<file path="src/rtl/nor_bus_wb_responder.sv">
// rtl/nor_bus_wb_responder.sv - Wishbone pipelined slave driving one timed async parallel-NOR cycle per request
//
// Purpose: accepts one single-beat Wishbone request at a time and turns it into
// a CE#/OE#/WE# strobed NOR bus cycle with programmable setup, strobe and hold
// lengths. Optional RY/BY# wait after writes: define NOR_RYBY_WAIT_EN.
//
// Ports:
//   wb_clk_i, wb_rst_i (async, active-low)
//   wb_adr_i, wb_dat_i, wb_we_i, wb_stb_i, wb_cyc_i   request side
//   wb_ack_o, wb_dat_o, wb_stall_o, wb_err_o          response side
//   nor_addr_o, nor_data_o, nor_data_oe_o, nor_data_i flash address/data pads
//   nor_ce_n_o, nor_oe_n_o, nor_we_n_o                flash strobes
//   nor_ryby_n_i                                      flash ready/busy#

module nor_bus_wb_responder #(
    parameter int ADDRBITS = 26,
    parameter int DATABITS = 16,
    parameter int TSETUP   = 1,
    parameter int TRD      = 7,
    parameter int TWP      = 4,
    parameter int TWH      = 2,
    parameter int TOUT     = 4095
) (
    input  logic                wb_clk_i,
    input  logic                wb_rst_i,
    input  logic [ADDRBITS-1:0] wb_adr_i,
    input  logic [DATABITS-1:0] wb_dat_i,
    input  logic                wb_we_i,
    input  logic                wb_stb_i,
    input  logic                wb_cyc_i,
    output logic                wb_ack_o,
    output logic [DATABITS-1:0] wb_dat_o,
    output logic                wb_stall_o,
    output logic                wb_err_o,
    output logic [ADDRBITS-1:0] nor_addr_o,
    output logic [DATABITS-1:0] nor_data_o,
    output logic                nor_data_oe_o,
    input  logic [DATABITS-1:0] nor_data_i,
    output logic                nor_ce_n_o,
    output logic                nor_oe_n_o,
    output logic                nor_we_n_o,
    input  logic                nor_ryby_n_i
);

    localparam int M1 = (TSETUP > TRD) ? TSETUP : TRD;
    localparam int M2 = (M1 > TWP) ? M1 : TWP;
    localparam int M3 = (M2 > TWH) ? M2 : TWH;
`ifdef NOR_RYBY_WAIT_EN
    localparam int M4 = (M3 > TOUT) ? M3 : TOUT;
`else
    localparam int M4 = M3;
    localparam int unused_tout = TOUT;
`endif
    localparam int CW = (M4 > 1) ? $clog2(M4) : 1;

    typedef enum logic [2:0] {
        S_IDLE  = 3'd0,
        S_SETUP = 3'd1,
        S_READ  = 3'd2,
        S_WRITE = 3'd3,
        S_HOLD  = 3'd4,
        S_ACK   = 3'd5
`ifdef NOR_RYBY_WAIT_EN
        , S_WAIT = 3'd6
`endif
    } state_t;

    state_t        state, next_state;
    logic [CW-1:0] cnt, cnt_next;
    logic          accept;
    logic          we_q;
    logic          live_q;
    logic          live_now;
    logic          we_sel;
    logic          drive_bus;

`ifdef NOR_RYBY_WAIT_EN
    logic ryby_s1, ryby_s2;
    logic timeout;

    always_ff @(posedge wb_clk_i or negedge wb_rst_i) begin
        if (!wb_rst_i) begin
            ryby_s1 <= 1'b0;
            ryby_s2 <= 1'b0;
        end else begin
            ryby_s1 <= nor_ryby_n_i;
            ryby_s2 <= ryby_s1;
        end
    end
`else
    logic unused_ryby;
    assign unused_ryby = nor_ryby_n_i;
`endif

    // The stall flop is part of the accept condition so the first edge after
    // reset release (stall still 1) cannot take a request.
    always_comb begin
        next_state = state;
        cnt_next   = (cnt != '0) ? cnt - 1'b1 : '0;
        accept     = 1'b0;
`ifdef NOR_RYBY_WAIT_EN
        timeout    = 1'b0;
`endif
        case (state)
            S_IDLE: begin
                if (!wb_stall_o && wb_cyc_i && wb_stb_i) begin
                    accept     = 1'b1;
                    next_state = S_SETUP;
                    cnt_next   = CW'(TSETUP - 1);
                end
            end
            S_SETUP: begin
                if (cnt == '0) begin
                    next_state = we_q ? S_WRITE : S_READ;
                    cnt_next   = we_q ? CW'(TWP - 1) : CW'(TRD - 1);
                end
            end
            S_READ: begin
                if (cnt == '0) next_state = S_ACK;
            end
            S_WRITE: begin
                if (cnt == '0) begin
                    next_state = S_HOLD;
                    cnt_next   = CW'(TWH - 1);
                end
            end
            S_HOLD: begin
                if (cnt == '0) begin
`ifdef NOR_RYBY_WAIT_EN
                    next_state = S_WAIT;
                    cnt_next   = CW'(TOUT - 1);
`else
                    next_state = S_ACK;
`endif
                end
            end
`ifdef NOR_RYBY_WAIT_EN
            S_WAIT: begin
                if (ryby_s2) begin
                    next_state = S_ACK;
                end else if (cnt == '0) begin
                    next_state = S_IDLE;
                    timeout    = 1'b1;
                end
            end
`endif
            S_ACK:   next_state = S_IDLE;
            default: next_state = S_IDLE;
        endcase
    end

    // A transfer stays "live" only while cyc is held; once dropped, the flash
    // cycle still runs to completion but its ack/err is swallowed.
    assign live_now  = live_q && wb_cyc_i;
    assign we_sel    = accept ? wb_we_i : we_q;
    assign drive_bus = (next_state == S_SETUP) || (next_state == S_READ) ||
                       (next_state == S_WRITE) || (next_state == S_HOLD);

    // Pin registers are loaded from the next state, so each pin changes on the
    // same edge as the state it belongs to and never through a comb path.
    always_ff @(posedge wb_clk_i or negedge wb_rst_i) begin
        if (!wb_rst_i) begin
            state         <= S_IDLE;
            cnt           <= '0;
            we_q          <= 1'b0;
            live_q        <= 1'b0;
            wb_ack_o      <= 1'b0;
            wb_err_o      <= 1'b0;
            wb_stall_o    <= 1'b1;
            wb_dat_o      <= '0;
            nor_addr_o    <= '0;
            nor_data_o    <= '0;
            nor_data_oe_o <= 1'b0;
            nor_ce_n_o    <= 1'b1;
            nor_oe_n_o    <= 1'b1;
            nor_we_n_o    <= 1'b1;
        end else begin
            state <= next_state;
            cnt   <= cnt_next;

            if (accept) begin
                we_q       <= wb_we_i;
                nor_addr_o <= wb_adr_i;
                if (wb_we_i) nor_data_o <= wb_dat_i;
            end

            if (accept)         live_q <= 1'b1;
            else if (!wb_cyc_i) live_q <= 1'b0;

            if (state == S_READ && cnt == '0) wb_dat_o <= nor_data_i;

            wb_stall_o    <= (next_state != S_IDLE);
            wb_ack_o      <= (next_state == S_ACK) && live_now;
`ifdef NOR_RYBY_WAIT_EN
            wb_err_o      <= timeout && live_now;
`else
            wb_err_o      <= 1'b0;
`endif
            nor_ce_n_o    <= !drive_bus;
            nor_oe_n_o    <= !(next_state == S_READ);
            nor_we_n_o    <= !(next_state == S_WRITE);
            nor_data_oe_o <= we_sel && ((next_state == S_SETUP) ||
                                        (next_state == S_WRITE) ||
                                        (next_state == S_HOLD));
        end
    end

endmodule

</file>
<file path="config.mk">
export PLATFORM = sky130hd
export DESIGN_NAME = nor_bus_wb_responder
export DESIGN_NICKNAME = d
export VERILOG_FILES = /design/src/rtl/nor_bus_wb_responder.sv
export SDC_FILE = /design/constraint.sdc
export NUM_CORES = 1
export LEC_CHECK = 0
export BUFFER_PORTS_ARGS = -buffer_cell sky130_fd_sc_hd__buf_4
export CAP_MARGIN = 5
export CORE_MARGIN = 2
export CORE_UTILIZATION = 29
export DETAILED_ROUTE_END_ITERATION = 10
export PLACE_DENSITY = 0.64
export SKIP_CTS_REPAIR_TIMING = 1
export SLEW_MARGIN = 5
export SYNTH_ARGS = -nofsm -noshare
export SYNTH_HDL_FRONTEND = slang
export SYNTH_SLANG_ARGS = --single-unit
</file>
<file path="constraint.sdc">
create_clock -name wb_clk_i -period 4.5 [get_ports wb_clk_i]
set_input_delay 1.35 -clock wb_clk_i [delete_from_list [all_inputs] [get_ports wb_clk_i]]
set_output_delay 1.35 -clock wb_clk_i [all_outputs]
set_load 0.05 [all_outputs]
</file>
# Word-level counts from Yosys, hierarchy flattened
# Index checks and enable logic that the tools add are counted.
# totals
regBits	72
word_cells	62
out_inout_bits	65
# classes
addsub	1
reduce_logical	21
muxes	17
eq_ne	10
# op_table
op	n
$mux 3	9
$eq 3x2->1 const B	4
$pmux 3 s4	1
$eq 3x3->1 const B	3
$pmux 3 s3	1
$eq 3x1->1 const B	2
$logic_and 1x1->1	6
$logic_not 3->1	2
$mux 1	6
$reduce_bool 3->1	2
$logic_or 1x1->1	5
$logic_not 1->1	4
$sub 3x1->3 const B	1
$ne 2x1->1 const B	1
$reduce_and 2->1	1
$reduce_or 2->1	1

# Longest topological paths before layout
# depth
word_depth	10
mapped_depth	5

# Worst setup path after synthesis
# Ideal clock, no wire load.
# synth_timing
kind	input to register
startpoint	in wb_stb_i
endpoint	reg nor_addr_o[10]
path_buffers	2
arrival_ps	2279
stages	5
setup_time_ps	125
setup_slack_ps	2096
path_cell_list	and2_1 -> and3_1 -> buf_6 -> buf_6 -> mux2_4
# synth_between
elab_chain_len	3
# synth_lines
element	line	text
from (decl)	29	input logic wb_stb_i,
$logic_and 1x1->1	106	if (!wb_stall_o && wb_cyc_i && wb_stb_i) begin
$mux 1	106	
$mux 1	104	case (state)
to (signal assigned)	183	nor_addr_o <= wb_adr_i;
to (decl)	35	output logic [ADDRBITS-1:0] nor_addr_o,
# Every way passes these cells.
# A chain may end at the register's enable or synchronous reset.

# Final worst setup path
# layout_timing
startpoint	in wb_cyc_i
endpoint	reg nor_addr_o[1]
# layout_between
elab_chain_len	4
# layout_lines
element	line	text
from (decl)	30	input logic wb_cyc_i,
$logic_and 1x1->1 (2 in series)	106	
$mux 1	106	
$mux 1	104	
# Every way passes these cells.

==> metrics.cfg <==
[routing]
ant_nets=0
met2_length_um=2840
met1_length_um=2860
met3_length_um=530
drt-pass1-iter-count=4
num_vias=1997
via_per_inst=4.36
drt_iter0_drc=47
routed_wl_um=6280
wl_per_cell_um=13.7
drc_errors=0
top_layer=met4

[critical_path]
cp_data_arrival_time_ns=2.93
worst-path-max-fanout=32
startpoint=wb_cyc_i
path_class=in -> reg
reg2reg_depth=3
end_kind=flip-flop
critical_path.top_delay_family=simple AND/OR/NAND/NOR gates
worst-path-stages=4
required_ns=4.72
r2r_setup_slack_ns=2.24
reg2reg_to=nor_addr_o[1]$_DFFE_PN0P_
path_cells=buf_4 -> and2_1 -> and3_2 -> mux2_2
cp_slowest_stage_delay_ns=0.86
start_kind=input pin
cpMaxStageDelayCell=and3_2
reg2reg_from=state[2]$_DFF_PN0_
path_buf_inv=1

[synth]
post_synth.cell_area_avg_um2=15.8
yosysWarnings=0
synth.distinct_cells=38
synthCells=190
syn_nets=254
synth_area_um2=3000
yosysSeqAreaShare=0.602
yosys_register_bits=72

[timing]
rsz0062_at_grt=no
setup_tns_ns=0
setup_viol=0
finClkSkew_ns=0.00600
fmaxAchievable_mhz=370
timing.final.crit_share=0.601
tightestPinTransition_ns=0.989
max_slew_margin=0.341
hold_viol_final=0
whs_ns=0.504
period_needed_ns=2.70
slew_violations=0

[place]
place.gp.congestion=0.674
dpl_cell_area_um2=4040
dp.cells=443
io_buffer_count=126
dp_hpwl_um=4230

[worst_hold_path]
hold_path_depth=2
hold_end=live_q$_DFFE_PN0P_
hold_start=live_q$_DFFE_PN0P_
hold_path_class=reg -> reg

[cells_and_area]
fill_cells=976
diodes=0
stdcell_count=458
fin_area_um2=4210
drive_gt1_frac=0.646
syn_to_final_growth_pct=40.3
fin_nets=382

[floorplanning]
die_area_um2=11200
coreArea_um2=10200
start_util=0.295
die_w_um=106
fp.dieH_um=106
floorplan.rows=37
io_pins=129

[clock_network]
clock-sinks=72
cts_buffer_depth=2
clk_latency_ns=0.34
clkTransAtPathRegs_ns=0.07
cts.htree.levels=3
numCtsBuffers=9
root_buffer=clkbuf_8
cts_tree=built

[global_routing]
grt_pass1_vias=2116
overflow=0
grt_max_degree=73
grt_usage=0.117
antenna_found_initial=0
grt_pass1_wl_um=10200

[run_status]
status=finished clean

[flow_run]
max-cap-violations=0

area by class of cell:
type | count | area [um2] | area share
clock buffer | 12 | 155 | 0.0368
clock inverter | 3 | 17.5 | 0.00416
inverter | 3 | 11.3 | 0.00267
multi-input combinational | 106 | 1100 | 0.262
sequential | 72 | 1810 | 0.429
tap | 136 | 170 | 0.0404
timing repair buffer | 126 | 946 | 0.225
cell usage after synthesis:
cell type	n	area share
a211o_1	1	0.0029
xor2_1	1	0.0029
conb_1	1	0.0012
nand2b_1	1	0.0021
nor3_2	1	0.0033
mux2_4	34	0.17
and2b_1	1	0.0025
o311ai_1	1	0.0029
buf_4	2	0.0050
buf_2	1	0.0017
and3_1	1	0.0021
nand3_1	4	0.0067
or3_1	1	0.0021
nor4_2	1	0.0042
mux2_2	24	0.090
clkbuf_1	1	0.0012
a311oi_1	2	0.0058
dfstp_2	4	0.035
nand2_2	1	0.0021
buf_6	5	0.019
a22oi_1	1	0.0025
dfrtp_1	68	0.57
nand4_4	1	0.0071
nor2_4	1	0.0038
o32ai_1	1	0.0029
a21oi_1	3	0.0050
nor3b_1	2	0.0050
or2b_1	1	0.0025
inv_1	3	0.0038
a31oi_1	1	0.0021
nand2_1	5	0.0063
nor2b_1	3	0.0063
o31ai_1	2	0.0050
o21a_1	1	0.0025
o21ai_0	5	0.0083
nand3b_1	1	0.0025
and2_1	1	0.0021
nor2_1	2	0.0025
tightest hold or removal path: stages (launching register included):
cell     delay (ns)
dfrtp_1        0.33
nand2_1        0.07
nand2_1        0.07
placed cells by master, fill, tap and decap left out, types with 2 or more instances in the layout:
cell | netlist | routed
mux2_4 | 34 | 34
clkinv_2 | 0 | 2
nor3b_1 | 2 | 2
o21ai_0 | 5 | 5
dfrtp_1 | 68 | 68
inv_1 | 3 | 3
clkbuf_8 | 0 | 11
dfstp_2 | 4 | 4
nand3_1 | 4 | 4
o31ai_1 | 2 | 2
a311oi_1 | 2 | 2
nor2_1 | 2 | 2
nand2_1 | 5 | 5
buf_4 | 2 | 126
a21oi_1 | 3 | 3
mux2_2 | 24 | 24
nor2b_1 | 3 | 3
worst max path at each step:
| stage | to | slack (ns) |
|---|---|---|
| final | nor_addr_o[1]$_DFFE_PN0P_ | 1.80 |
| after CTS | nor_addr_o[1]$_DFFE_PN0P_ | 1.80 |
| after global routing | nor_addr_o[0]$_DFFE_PN0P_ | 1.73 |
| after global placement | nor_addr_o[0]$_DFFE_PN0P_ | 1.48 |
| after floorplan | nor_addr_o[10]$_DFFE_PN0P_ | 2.10 |
| after detailed placement | nor_addr_o[1]$_DFFE_PN0P_ | 1.42 |
stage by stage:
stage	worst slack [ns]	utilization
CTS	1.80	0.413
global placement	1.48	0.396
finish	1.80	0.413
detailed placement	1.42	0.396
floorplan	2.10	-
global route	1.73	0.413
cells by family after synthesis:
group	synth area share
other	0.00125
XOR/XNOR	0.00292
AND/OR/NAND/NOR	0.0630
buffers and inverters	0.0304
flip-flops	0.602
AO/OA/AOI/OAI	0.0400
multiplexers	0.260
registers in the layout, summed over array words and instances, names as in the netlist:
register and count:
nor_data_o 16, nor_addr_o 26, nor_oe_n_o 1, wb_dat_o 16
nor_we_n_o 1, nor_ce_n_o 1, state 3, we_q 1
live_q 1, nor_data_oe_o 1, wb_stall_o 1, cnt 3
wb_ack_o 1
per-layer routing:
metal  up-vias  GRT usage
met2        92      0.179
met3         7     0.0451
li1        925          -
met4         0     0.0451
met5         -          0
met1       973      0.150
Power is not shown: default switching activity piles up to over one toggle a cycle in this logic, so the estimate is an artifact.
